`src/rtl/axis_fifo_ctrl_if.sv`:
```
`default_nettype none
// ============================================================================
// Module   : axis_fifo_ctrl_if
// Brief    : AXI4-Stream handshake bundle (tvalid/tready/tdata/tlast).
// Revision : 1.0 - initial release
// ============================================================================
interface axis_fifo_ctrl_if #(
  parameter int WIDTH = 32
);
  logic             tvalid;
  logic             tready;
  logic [WIDTH-1:0] tdata;
  logic             tlast;

  modport master (output tvalid, output tdata, output tlast, input tready);
  modport slave  (input tvalid, input tdata, input tlast, output tready);
endinterface
`default_nettype wire

```
`src/rtl/axis_fifo_ctrl.sv`:
```
`default_nettype none
// ============================================================================
// Module   : axis_fifo_ctrl
// Brief    : AXIS FIFO control: pointers, occupancy, flags and a registered
//            first-word-fall-through output stage. Optional macro
//            PACKET_MODE_EN enables store-and-forward release.
// Revision : 1.0 - initial release
// ============================================================================
module axis_fifo_ctrl #(
  parameter int WIDTH = 32,
  parameter int DEPTH = 16,
  localparam int AW = $clog2(DEPTH)
) (
  input  logic             clock,
  input  logic             reset_n,
  axis_fifo_ctrl_if.slave  s_axis,
  axis_fifo_ctrl_if.master m_axis,
  output logic             mem_we,
  output logic [AW-1:0]    mem_waddr,
  output logic [WIDTH:0]   mem_wdata,
  output logic             mem_re,
  output logic [AW-1:0]    mem_raddr,
  input  logic [WIDTH:0]   mem_rdata,
  output logic [AW+1:0]    count,
  output logic             full,
  output logic             empty
);

  localparam logic [AW:0]   PTR_ONE = {{AW{1'b0}}, 1'b1};
  localparam logic [AW+1:0] CNT_ONE = {{(AW+1){1'b0}}, 1'b1};

  logic [AW:0]      wptr_q, wptr_d;
  logic [AW:0]      rptr_q, rptr_d;
  logic             m_tvalid_q, m_tvalid_d;
  logic [WIDTH-1:0] m_tdata_q, m_tdata_d;
  logic             m_tlast_q, m_tlast_d;
  logic [AW+1:0]    count_q, count_d;

  logic mem_full, mem_empty;
  logic push, load, pop;
  logic load_gate;

  // Wrap bit differs with equal index bits: the memory is full, not empty.
  assign mem_full  = (wptr_q[AW] != rptr_q[AW]) && (wptr_q[AW-1:0] == rptr_q[AW-1:0]);
  assign mem_empty = (wptr_q == rptr_q);
  assign push      = s_axis.tvalid && !mem_full;
  assign pop       = m_tvalid_q && m_axis.tready;
  assign load      = !mem_empty && (!m_tvalid_q || m_axis.tready) && load_gate;

`ifdef PACKET_MODE_EN
  logic [AW:0] pkt_cnt_q, pkt_cnt_d;

  // A full memory releases words even without a complete packet, so packets
  // longer than DEPTH stream cut-through instead of deadlocking.
  assign load_gate = (pkt_cnt_q != '0) || mem_full;

  always_comb begin
    pkt_cnt_d = pkt_cnt_q;
    if (push && s_axis.tlast) pkt_cnt_d = pkt_cnt_d + PTR_ONE;
    if (load && mem_rdata[WIDTH]) pkt_cnt_d = pkt_cnt_d - PTR_ONE;
  end

  always_ff @(posedge clock or negedge reset_n) begin
    if (!reset_n) pkt_cnt_q <= '0;
    else          pkt_cnt_q <= pkt_cnt_d;
  end
`else
  assign load_gate = 1'b1;
`endif

  always_comb begin
    wptr_d     = wptr_q;
    rptr_d     = rptr_q;
    m_tvalid_d = m_tvalid_q;
    m_tdata_d  = m_tdata_q;
    m_tlast_d  = m_tlast_q;
    count_d    = count_q;
    if (push) wptr_d = wptr_q + PTR_ONE;
    if (load) begin
      rptr_d     = rptr_q + PTR_ONE;
      m_tvalid_d = 1'b1;
      m_tdata_d  = mem_rdata[WIDTH-1:0];
      m_tlast_d  = mem_rdata[WIDTH];
    end else if (pop) begin
      m_tvalid_d = 1'b0;
    end
    case ({push, pop})
      2'b10:   count_d = count_q + CNT_ONE;
      2'b01:   count_d = count_q - CNT_ONE;
      default: count_d = count_q;
    endcase
  end

  always_ff @(posedge clock or negedge reset_n) begin
    if (!reset_n) begin
      wptr_q     <= '0;
      rptr_q     <= '0;
      m_tvalid_q <= 1'b0;
      m_tdata_q  <= '0;
      m_tlast_q  <= 1'b0;
      count_q    <= '0;
    end else begin
      wptr_q     <= wptr_d;
      rptr_q     <= rptr_d;
      m_tvalid_q <= m_tvalid_d;
      m_tdata_q  <= m_tdata_d;
      m_tlast_q  <= m_tlast_d;
      count_q    <= count_d;
    end
  end

  assign s_axis.tready = !mem_full;
  assign mem_we        = push;
  assign mem_waddr     = wptr_q[AW-1:0];
  assign mem_wdata     = {s_axis.tlast, s_axis.tdata};
  assign mem_re        = load;
  assign mem_raddr     = rptr_q[AW-1:0];
  assign m_axis.tvalid = m_tvalid_q;
  assign m_axis.tdata  = m_tdata_q;
  assign m_axis.tlast  = m_tlast_q;
  assign count         = count_q;
  assign full          = mem_full;
  assign empty         = (count_q == '0);

endmodule
`default_nettype wire

```
`src/flat_wrapper.sv`:
```
// flat-port wrapper written by rule: the top's interface ports become plain ports
module axis_fifo_ctrl_flat 
#(
  parameter int WIDTH = 32,
  parameter int DEPTH = 16,
  localparam int AW = $clog2(DEPTH)
)
  (clock, reset_n, mem_we, mem_waddr, mem_wdata, mem_re, mem_raddr, mem_rdata, count, full, empty, s_axis_tvalid, s_axis_tdata, s_axis_tlast, s_axis_tready, m_axis_tvalid, m_axis_tdata, m_axis_tlast, m_axis_tready);
  axis_fifo_ctrl_if #(.WIDTH(WIDTH)) s_axis_i ();
  axis_fifo_ctrl_if #(.WIDTH(WIDTH)) m_axis_i ();
  input  logic clock;
  input  logic reset_n;
  output logic mem_we;
  output logic [AW-1:0] mem_waddr;
  output logic [WIDTH:0] mem_wdata;
  output logic mem_re;
  output logic [AW-1:0] mem_raddr;
  input  logic [WIDTH:0] mem_rdata;
  output logic [AW+1:0] count;
  output logic full;
  output logic empty;
  input wire logic [$bits(s_axis_i.tvalid)-1:0] s_axis_tvalid;
  input wire logic [$bits(s_axis_i.tdata)-1:0] s_axis_tdata;
  input wire logic [$bits(s_axis_i.tlast)-1:0] s_axis_tlast;
  output wire logic [$bits(s_axis_i.tready)-1:0] s_axis_tready;
  output wire logic [$bits(m_axis_i.tvalid)-1:0] m_axis_tvalid;
  output wire logic [$bits(m_axis_i.tdata)-1:0] m_axis_tdata;
  output wire logic [$bits(m_axis_i.tlast)-1:0] m_axis_tlast;
  input wire logic [$bits(m_axis_i.tready)-1:0] m_axis_tready;
  assign s_axis_i.tvalid = s_axis_tvalid;
  assign s_axis_i.tdata = s_axis_tdata;
  assign s_axis_i.tlast = s_axis_tlast;
  assign s_axis_tready = s_axis_i.tready;
  assign m_axis_tvalid = m_axis_i.tvalid;
  assign m_axis_tdata = m_axis_i.tdata;
  assign m_axis_tlast = m_axis_i.tlast;
  assign m_axis_i.tready = m_axis_tready;
  axis_fifo_ctrl #(.WIDTH(WIDTH), .DEPTH(DEPTH)) u_core (.clock(clock), .reset_n(reset_n), .s_axis(s_axis_i), .m_axis(m_axis_i), .mem_we(mem_we), .mem_waddr(mem_waddr), .mem_wdata(mem_wdata), .mem_re(mem_re), .mem_raddr(mem_raddr), .mem_rdata(mem_rdata), .count(count), .full(full), .empty(empty));
endmodule
```
`config.mk`:
```
export PLATFORM = sky130hd
export DESIGN_NAME = axis_fifo_ctrl_flat
export DESIGN_NICKNAME = d
export VERILOG_FILES = /design/src/rtl/axis_fifo_ctrl_if.sv /design/src/rtl/axis_fifo_ctrl.sv /design/src/flat_wrapper.sv
export SDC_FILE = /design/constraint.sdc
export NUM_CORES = 1
export LEC_CHECK = 0
export ABC_AREA = 1
export CORE_ASPECT_RATIO = 1.5
export CORE_MARGIN = 2
export CORE_UTILIZATION = 35
export CTS_CLUSTER_DIAMETER = 120
export DETAILED_ROUTE_END_ITERATION = 10
export HOLD_SLACK_MARGIN = 0.05
export PLACE_DENSITY_LB_ADDON = 0.1
export REMOVE_ABC_BUFFERS = 1
export SLEW_MARGIN = 10
export SYNTH_ARGS = -nofsm -noshare
export SYNTH_HDL_FRONTEND = slang
export SYNTH_SLANG_ARGS = --single-unit
```
`constraint.sdc`:
```
create_clock -name clock -period 2.65 [get_ports clock]
set_clock_uncertainty 0.05 [all_clocks]
set_input_delay 0.795 -clock clock [delete_from_list [all_inputs] [get_ports clock]]
set_output_delay 0.795 -clock clock [all_outputs]
set_load 0.005 [all_outputs]
```
==> flow_metrics.env <==
export IMPL_outcome="finished, final reports clean"
export IMPL_antenna_found_initial=0
export IMPL_port_buffers=89
export IMPL_cp_slowest_cell="clkdlybuf4s50_1"
export IMPL_max_freq_mhz=387.8
export IMPL_switching_share_pct=38.70
export IMPL_layout_area_overhead_vs_synth_pct=35.53
export IMPL_hpwl_mm=5.422
export IMPL_power_frac_seq_pct=30.5
export IMPL_setup_violations=0
export IMPL_leakage_nw=1.862
export IMPL_gp_congestion=0.8216
export IMPL_route_detailed_wl_per_inst_um=15.00
export IMPL_hold_viol=0
export IMPL_vias=2271
export IMPL_arrival_ns=1.73
export IMPL_synth_xor_xnor_area_share_pct=2.844
export IMPL_synth_compound_area_share_pct=1.129
export IMPL_place_area_mm2=0.003525
export IMPL_maxSlewViolCount=0
export IMPL_grt_usage_pct=18.01
export IMPL_diodes=0
export IMPL_cts_htree_levels=2
export IMPL_rows=39
export IMPL_p_comb_share_pct=55.4
export IMPL_hold_class="reg -> reg"
export IMPL_root_buffer="clkbuf_16"
export IMPL_grt_max_degree=40
export IMPL_firstDrtPassIters=6
export IMPL_synth_seq_cells=50
export IMPL_clkTransAtPathRegs_ns=0.07
export IMPL_cts_buffer_depth=2
export IMPL_fp_dieH_um=113.0
export IMPL_ir_drop_mv=0.5181
export IMPL_final_common_cell="nand2_1"
export IMPL_multi_input_area_mm2=0.001075
export IMPL_finalPower_mw=4.614
export IMPL_avgSynthCellArea_um2=8.373
export IMPL_grt_pass1_wl_mm=12.04
export IMPL_die_w_um=76.66
export IMPL_nets=474
export IMPL_drv_cap=0
export IMPL_internal_power_mw=2.829
export IMPL_path_max_fanout=2
export IMPL_drive_gt1_share_pct=13.85
export IMPL_ant_nets=0
export IMPL_fin_crit_sh_pct=97.32
export IMPL_drt_total_wl_mm=7.486
export IMPL_cp_common_cell="nand2_2"
export IMPL_io_pins=156
export IMPL_slew_headroom_pct=61.31
export IMPL_powerDensity_mw_per_mm2=1228
export IMPL_yosys_warnings=0
export IMPL_clock_latency_ns=0.29
export IMPL_grt_use_met3_pct=10.69
export IMPL_postCtsHoldBufs=0
export IMPL_syn_inst=331
export IMPL_grtUsageMet1_pct=21.14
export IMPL_cpPeakStageDelay_ns=0.46
export IMPL_fin_area_mm2=0.003756
export IMPL_vias_per_cell=4.551
export IMPL_cts_tree="yes"
export IMPL_drtIter0Drc=58
export IMPL_grt_busiest_layer="met2"
export IMPL_switchingPower_mw=1.786
export IMPL_initial_core_util_pct=36.18
export IMPL_synth_top_family_by_area="simple AND/OR/NAND/NOR gates"
export IMPL_drc=0
export IMPL_fillers=786
export IMPL_path_cells="clkdlybuf4s50_1 -> nand2_1 -> nand2_2 -> nand2_2 -> inv_1 -> clkdlybuf4s15_1"
export IMPL_yosys_area_share_simple_pct=29.57
export IMPL_cp_end_kind="output pin"
export IMPL_grt_overflow_total=0
export IMPL_worstPathRequired_ns=1.81
export IMPL_crit_type="in -> out"
export IMPL_tightestPinTransition_ns=0.5804
export IMPL_dieArea_mm2=0.008661
export IMPL_core_area_mm2=0.007661
export IMPL_synthAdderAreaFrac_pct=3.883
export IMPL_layout_area_seq_mm2=0.001254
export IMPL_cp_num_buf_inv=3
export IMPL_r2r_slack_ns=0.24
export IMPL_layout_common_cells="nand2_1, clkdlybuf4s50_1, dfrtp_1"
export IMPL_gr_usage_met2_pct=27.49
export IMPL_clock_sinks=50
export IMPL_grt_pass1_vias=2330
export IMPL_synth_yosys_seq_area_share_pct=45.15
export IMPL_synth_mux_area_fraction_pct=0
export IMPL_synth_area_mm2=0.002771
export IMPL_synth_cell_types=24
export IMPL_post_route_min_period_ns=2.579
export IMPL_clkPwrFrac_pct=14.2
export IMPL_startpoint_type="input port"
export IMPL_crit_family="buffers and inverters"
export IMPL_numCtsBuffers=5
==> synthesized netlist by cell type <==
master      n  area [um2]
nor3_1      1       5.000
dfrtp_1    50        1251
xor2_1      5       43.79
a21oi_1     3       15.01
nor2_1      5       18.77
buf_4      45       337.8
inv_1      22       82.58
inv_2       2       7.510
xnor2_1     4       35.03
o21ai_0     2       10.01
nand3_1    42       210.2
o22ai_1     1       6.260
nor2_2      1       6.260
nand2_1   117       439.2
buf_6       3       33.78
buf_2       2       10.01
fa_1        1       20.02
nand3_2    12       120.1
nand4_1     1       6.260
nand2_2     1       6.260
ha_1        7       87.58
nand3b_1    1       7.510
buf_1       1       3.750
clkbuf_1    2       7.510
==> logic make-up (layout without fill, tap and decap cells) <==
group,count (synthesis),after routing
xor gates and xnor gates,9,9
DFF,50,50
AOI/OAI and AO/OA,6,6
adders and majority gates,8,8
buffers and inverters,77,143
and+or+nand+nor,181,181
==> final timing paths <==
| kind | from | cells past startpoint | to |
|---|---|---|---|
| worst max-delay path | m_axis_tready | 6 | mem_re |
| worst min-delay path | u_core.m_axis.tdata[22] | 2 | u_core.m_axis.tdata[22] |
| worst max register to register | u_core.rptr_q[1] | 17 | u_core.count[4] |
| worst min register to register | u_core.m_axis.tdata[22] | 2 | u_core.m_axis.tdata[22] |
| max in group asynchronous | reset_n | 2 | u_core.wptr_q[3] |
| min in group asynchronous | reset_n | 1 | u_core.count[3] |
==> worst register-to-register path, stage by stage, from the launching register on <==
cell	delay, ns
dfrtp_2	0.43
nand2_1	0.07
nand2_1	0.09
nor2_4	0.16
nand3_4	0.12
nand2_2	0.10
buf_4	0.11
ha_2	0.23
inv_1	0.07
fa_1	0.39
inv_1	0.07
nand2_1	0.06
nand2_1	0.06
nand2_1	0.06
nand3_1	0.06
nand2_1	0.05
nor2_1	0.08
nor2_1	0.04
==> power by group through the flow <==
stage	Sequential [mW]	Clock [mW]	Combinational, mW
CTS	1.41	0.680	2.55
finish	1.41	0.655	2.55
global placement	1.41	0	2.45
floorplan	1.44	0	1.15
detailed placement	1.41	0	2.49
global route	1.46	0.709	2.87
==> stage by stage <==
| step | hold slack, ns | utilization (%) | setup TNS [ns] | instances | worst slack (ns) |
|---|---|---|---|---|---|
| 2_1_floorplan | 0.4154 | - | -8.646 | 278 | -0.8371 |
| 3_3_place_gp | 0.4036 | 46.01 | -0.6468 | 485 | -0.2910 |
| 3_5_place_dp | 0.4074 | 46.01 | -0.7523 | 485 | -0.2833 |
| 4_1_cts | 0.4240 | 48.51 | 0 | 498 | 0.001532 |
| 5_1_grt | 0.4439 | 49.03 | -0.007115 | 499 | -0.007115 |
| 6_report | 0.4177 | 49.03 | 0 | 499 | 0.07109 |
==> state kept, by name, summed over array words and instances (netlist names) <==
register	cells
u_core.count	6
u_core.m_axis.tdata	32
u_core.wptr_q	5
u_core.m_axis.tvalid	1
u_core.m_axis.tlast	1
u_core.rptr_q	5
==> timing repair <==
item                                    4_1_cts  5_1_grt
cloned                                        0        0
pin swaps                                     3        0
resized for setup                             7        8
buffers inserted                              5        1
endpoints found under the setup margin        3        5
==> per-layer routing <==
metal	up-vias	part of all wire, %
met5	-	0.68
met4	2	0.90
met3	7	12
met2	110	45
met1	1029	41
li1	1123	-
==> cell type report <==
cell class              count  area share, %
multi-input cells         204          28.61
repair buffers            111          28.28
clock buffers               7          3.797
flip-flops and latches     50          33.38
well taps                 102          3.398
clock inverters             1         0.1332
inverters                  24          2.398
(Power assumes the default switching activity.)
